--- src/rtl/dac_scheduler.sv ---
// dac_scheduler
// Shares one 4-channel, 12-bit SPI DAC between four sample requesters.
// Requesters are arbitrated round-robin. For each grant the requester's sample
// is captured and sent as a 32-bit write-and-update frame, MSB first.
// The DAC clear is also sequenced after reset.
//
// Ports:
//   clk      - system clock
//   rst      - asynchronous reset, active low (0 = reset)
//   req      - per-channel request, bit n = channel n
//   sample   - channel n sample at bits [12n+11:12n]
//   ack      - one-cycle pulse: channel n's sample was captured
//   spi_mosi - serial data to the DAC
//   spi_sck  - serial clock to the DAC
//   dac_cs   - DAC chip select, active low
//   dac_clr  - DAC clear, active low
//   busy     - high whenever the scheduler is not idle
module dac_scheduler #(
    parameter int unsigned CLK_DIV    = 2,
    parameter int unsigned CS_GAP     = 2,
    parameter int unsigned CLR_CYCLES = 4,
    parameter logic [3:0]  CMD        = 4'b0011
) (
    input  logic        clk,
    input  logic        rst,
    input  logic [3:0]  req,
    input  logic [47:0] sample,
    output logic [3:0]  ack,
    output logic        spi_mosi,
    output logic        spi_sck,
    output logic        dac_cs,
    output logic        dac_clr,
    output logic        busy
);

    localparam logic [1:0] ST_CLR   = 2'd0;
    localparam logic [1:0] ST_IDLE  = 2'd1;
    localparam logic [1:0] ST_SHIFT = 2'd2;
    localparam logic [1:0] ST_GAP   = 2'd3;

    localparam logic [7:0] DIV_LAST = 8'(CLK_DIV - 1);
    localparam logic [7:0] GAP_LAST = 8'(CS_GAP - 1);
    localparam logic [7:0] CLR_LAST = 8'(CLR_CYCLES - 1);

    logic [1:0]  state_q, state_d;
    logic [7:0]  cnt_q, cnt_d;
    logic [4:0]  bit_q, bit_d;
    logic [31:0] shreg_q, shreg_d;
    logic [1:0]  ptr_q, ptr_d;
    logic [3:0]  ack_q, ack_d;
    logic        mosi_q, mosi_d;
    logic        sck_q, sck_d;
    logic        cs_q, cs_d;
    logic        clr_q, clr_d;
    logic        busy_q, busy_d;

    logic [1:0]  gnt;
    logic [1:0]  idx;
    logic        gnt_valid;
    logic [11:0] gnt_data;
    logic [31:0] gnt_frame;

    // Round-robin search starting at the pointer. The loop runs from the
    // farthest offset down to offset 0, so the closest requester wins.
    always_comb begin
        gnt       = ptr_q;
        idx       = ptr_q;
        gnt_valid = 1'b0;
        for (int i = 3; i >= 0; i--) begin
            idx = ptr_q + 2'(i);
            if (req[idx]) begin
                gnt       = idx;
                gnt_valid = 1'b1;
            end
        end
    end

    assign gnt_data  = sample[12*int'(gnt) +: 12];
    assign gnt_frame = {8'h00, CMD, 2'b00, gnt, gnt_data, 4'h0};

    // Next-state logic. cnt_q is reused for three jobs: the clear-hold
    // count, the SCK divider and the chip-select gap count.
    always_comb begin
        state_d = state_q;
        cnt_d   = cnt_q;
        bit_d   = bit_q;
        shreg_d = shreg_q;
        ptr_d   = ptr_q;
        ack_d   = 4'b0000;
        mosi_d  = mosi_q;
        sck_d   = sck_q;
        cs_d    = cs_q;
        clr_d   = clr_q;
        busy_d  = busy_q;
        case (state_q)
            ST_CLR: begin
                if (cnt_q == CLR_LAST) begin
                    clr_d   = 1'b1;
                    busy_d  = 1'b0;
                    cnt_d   = 8'd0;
                    state_d = ST_IDLE;
                end else begin
                    cnt_d = cnt_q + 8'd1;
                end
            end
            ST_IDLE: begin
                if (gnt_valid) begin
                    shreg_d = gnt_frame;
                    mosi_d  = gnt_frame[31];
                    sck_d   = 1'b0;
                    cs_d    = 1'b0;
                    busy_d  = 1'b1;
                    ack_d   = 4'b0001 << gnt;
                    ptr_d   = gnt + 2'd1;
                    cnt_d   = 8'd0;
                    bit_d   = 5'd31;
                    state_d = ST_SHIFT;
                end
            end
            ST_SHIFT: begin
                if (cnt_q == DIV_LAST) begin
                    cnt_d = 8'd0;
                    if (!sck_q) begin
                        sck_d = 1'b1;
                    end else if (bit_q == 5'd0) begin
                        // The last high phase ends the frame. SCK drops and CS
                        // rises on the same edge.
                        sck_d   = 1'b0;
                        cs_d    = 1'b1;
                        mosi_d  = 1'b0;
                        state_d = ST_GAP;
                    end else begin
                        // On the falling edge, present the next bit so it has
                        // a full low phase to settle before the rising edge.
                        sck_d   = 1'b0;
                        bit_d   = bit_q - 5'd1;
                        shreg_d = {shreg_q[30:0], 1'b0};
                        mosi_d  = shreg_q[30];
                    end
                end else begin
                    cnt_d = cnt_q + 8'd1;
                end
            end
            ST_GAP: begin
                if (cnt_q == GAP_LAST) begin
                    cnt_d   = 8'd0;
                    busy_d  = 1'b0;
                    state_d = ST_IDLE;
                end else begin
                    cnt_d = cnt_q + 8'd1;
                end
            end
            default: state_d = ST_CLR;
        endcase
    end

    // State and output registers. Reset aborts any frame in flight and
    // restarts the clear sequence.
    always_ff @(posedge clk or negedge rst) begin
        if (!rst) begin
            state_q <= ST_CLR;
            cnt_q   <= 8'd0;
            bit_q   <= 5'd0;
            shreg_q <= 32'd0;
            ptr_q   <= 2'd0;
            ack_q   <= 4'b0000;
            mosi_q  <= 1'b0;
            sck_q   <= 1'b0;
            cs_q    <= 1'b1;
            clr_q   <= 1'b0;
            busy_q  <= 1'b1;
        end else begin
            state_q <= state_d;
            cnt_q   <= cnt_d;
            bit_q   <= bit_d;
            shreg_q <= shreg_d;
            ptr_q   <= ptr_d;
            ack_q   <= ack_d;
            mosi_q  <= mosi_d;
            sck_q   <= sck_d;
            cs_q    <= cs_d;
            clr_q   <= clr_d;
            busy_q  <= busy_d;
        end
    end

    assign ack      = ack_q;
    assign spi_mosi = mosi_q;
    assign spi_sck  = sck_q;
    assign dac_cs   = cs_q;
    assign dac_clr  = clr_q;
    assign busy     = busy_q;

endmodule

--- config.mk ---
export PLATFORM = sky130hd
export DESIGN_NAME = dac_scheduler
export DESIGN_NICKNAME = d
export VERILOG_FILES = /design/src/rtl/dac_scheduler.sv
export SDC_FILE = /design/constraint.sdc
export NUM_CORES = 1
export LEC_CHECK = 0
export BUFFER_PORTS_ARGS = -buffer_cell sky130_fd_sc_hd__buf_2
export CORE_ASPECT_RATIO = 0.7
export CORE_MARGIN = 1
export CORE_UTILIZATION = 60
export DETAILED_ROUTE_END_ITERATION = 8
export PLACE_DENSITY_LB_ADDON = 0.05
export SLEW_MARGIN = 20
export SYNTH_ARGS = -nofsm -noshare
export SYNTH_HDL_FRONTEND = slang
export SYNTH_SLANG_ARGS = --single-unit
--- constraint.sdc ---
create_clock -name clk -period 5.4 [get_ports clk]
set_input_delay 1.35 -clock clk [delete_from_list [all_inputs] [get_ports clk]]
set_output_delay 1.35 -clock clk [all_outputs]
set_load 0.01 [all_outputs]
==> results_dict.tcl <==
set metrics [dict create \
    status "finished clean" \
    clockPowerShare_pct 16.1 \
    die_x_um 89.9 \
    end_kind "flop" \
    dr.pass1.iters 5 \
    cts_buffers 5 \
    drt.antenna.violating_nets 0 \
    peakVddDrop_uv 219 \
    syn_area_per_cell_um2 9.36 \
    hp-class "flop to flop" \
    n_antenna_cell 0 \
    switching_share_pct 41.9 \
    synth_cell_types 52 \
    wl_per_cell_um 16.4 \
    p_switching_uw 726 \
    grt.met3_usage_pct 4.11 \
    intPower_uw 1010 \
    yosysWarnings 0 \
    wl_um 7600 \
    busiest_layer "met2" \
    relSlewSlack_pct 35.4 \
    clock.fmax_mhz 308 \
    clk_path_buf_depth 2 \
    cts-root-buf "clkbuf_8" \
    finalHoldViolCount 0 \
    grt-ovfl-total 0 \
    post_dp_cell_area_mm2 0.00356 \
    critPathMaxFanout 23 \
    holdBufCountCts 0 \
    synth_area_mm2 0.00325 \
    crit_family "simple AND/OR/NAND/NOR gates" \
    ctsResizeCount 0 \
    synth_xor_area_share_pct 1.08 \
    required_ns 5.55 \
    final_common_cell "buf_2" \
    cts_setup_buffers 0 \
    portBuffers 62 \
    setup-violations-final 0 \
    tightest_slew_ns 0.967 \
    synth_compound_area_share_pct 25.9 \
    slowest_stage "or3_1" \
    grt_max_degree 54 \
    start_util_pct 65.0 \
    rsz0062_at_grt "no" \
    area.growth.synth_to_final_pct 13.2 \
    synth_adder_area_share_pct 3.47 \
    crit_chain "buf_2 > nor3b_1 > or3_1 > nand3_1 > mux2i_1 > o221ai_1" \
    slowest_delay_ns 0.67 \
    p_leak_uw 0.00172 \
    syn_nets 410 \
    antenna_found_initial 0 \
    arrival_ns 3.39 \
    synth_mux_area_share_pct 3.66 \
    clk_latency_ns 0.31 \
    met1_usage_pct 41.1 \
    tns_ns 0 \
    skew_ns 0.00932 \
    cts_sinks 53 \
    p_comb_share_pct 49.1 \
    fillers 388 \
    drive_above_1_share_pct 25.2 \
    vias 2921 \
    synth_seq_area_share_pct 40.9 \
    grtUsageMet2_pct 43.2 \
    synth_edf_count 0 \
    io-pin-count 63 \
    drc 0 \
    clkTransAtPathRegs_ns 0.09 \
    die-area_mm2 0.00571 \
    grt_pass1_wl_um 12900 \
    synth_top_family_by_area "compound AO/OA/AOI/OAI gates" \
    die-height_um 63.5 \
    syn_inst 347 \
    power_density_mw_per_mm2 472 \
    via_per_inst 6.32 \
    grt.total_usage_pct 27.9 \
    cap_violations 0 \
    report.final.slew_viol_count 0 \
    cp-start-kind "input port" \
    dp_hpwl_um 5310 \
    crit_type "input port to flop" \
    grt_pass1_vias 2698 \
    period_needed_ns 3.24 \
    pwr-share-seq_pct 34.8 \
    timing.hold.ws_ns 0.500 \
    htreeDepth 2 \
    period_share_pct 60.0 \
    synth-simple-area-share_pct 19.9 \
    first_iter_violations 214 \
    cts_tree "done" \
    final_area_mm2 0.00367 \
    rows 21 \
    ys_seq_elements 53 \
    async_flop_share_pct 100 \
    crit_buf_inv 1 \
    final_nets 455 \
    core_mm2 0.00499 \
    layout_common_cells "buf_2, dfrtp_1, a21oi_1, nand4_1, o21ai_0" \
    gp_congestion 0.800 \
    synth-main-ff-cell "dfrtp_1" \
]
-- per-stage QoR --
stage	setup slack, ns	util, %	power [uW]	std cells
global route	1.94	73.6	1860	462
global placement	2.04	71.2	1410	454
CTS	2.20	73.6	1730	462
detailed placement	1.88	71.3	1440	454
finish	2.16	73.6	1730	462
floorplan	2.63	-	1240	347
-- worst paths after layout --
kind	startpoint	to	slack, ns	cells past startpoint
worst max-delay path	req[0]	shreg_q[4]	2.16	6
worst min-delay path	shreg_q[10]	shreg_q[11]	0.50	1
worst max register to register	state_q[0]	shreg_q[14]	2.27	7
worst min register to register	shreg_q[10]	shreg_q[11]	0.50	1
max in group asynchronous	rst	shreg_q[24]	3.82	2
min in group asynchronous	rst	cnt_q[7]	1.14	2
-- power groups by stage --
stage               combinational, uW  sequential, uW  clock, uW
floorplan                         648             594          0
global placement                  809             602          0
detailed placement                835             606          0
CTS                               844             601        283
global route                      946             619        296
finish                            851             603        279
-- logic make-up after synthesis --
kind of cell	Yosys count
AO/OA/AOI/OAI	124
AND/OR/NAND/NOR	108
flip-flops	53
buffers and inverters	38
multiplexers	11
adder cells (fa/ha/maj)	9
XOR/XNOR	4
-- registers in the layout (all words and copies together) (netlist names) --
signal and count:
shreg_q 27, cnt_q 8, bit_q 5, ack 4, ptr_q 2, state_q 2, busy 1, dac_clr 1
dac_cs 1, spi_mosi 1, spi_sck 1
-- cells in the mapped netlist (9+ instances only) --
cell type	n	area (um^2)
nand4_1	32	200
o31ai_1	22	165
a21boi_0	11	82.6
clkbuf_1	16	60.1
nor2_1	14	52.6
o21ai_0	25	125
nand2_1	19	71.3
ha_1	9	113
inv_1	10	37.5
a2111o_1	11	124
dfrtp_1	51	1280
a21oi_1	32	160
-- final cells by class --
type                            count  area (um^2)  area share (%)
Tap cell                           69         86.3            2.35
Sequential cell                    53         1330            36.2
Timing Repair Buffer               66          340            9.26
Clock buffer                        7         86.3            2.35
Multi-Input combinational cell    256         1770            48.0
Inverter                           10         37.5            1.02
Clock inverter                      1         30.0           0.817
-- metal layers --
layer	wire length, um	vias to the layer above	share of wire (%)
li1	-	1411	-
met1	3600	1389	47
met2	3460	114	46
met3	461	7	6.1
met4	68	0	0.90
met5	0	-	0
(Power assumes the default switching activity.)
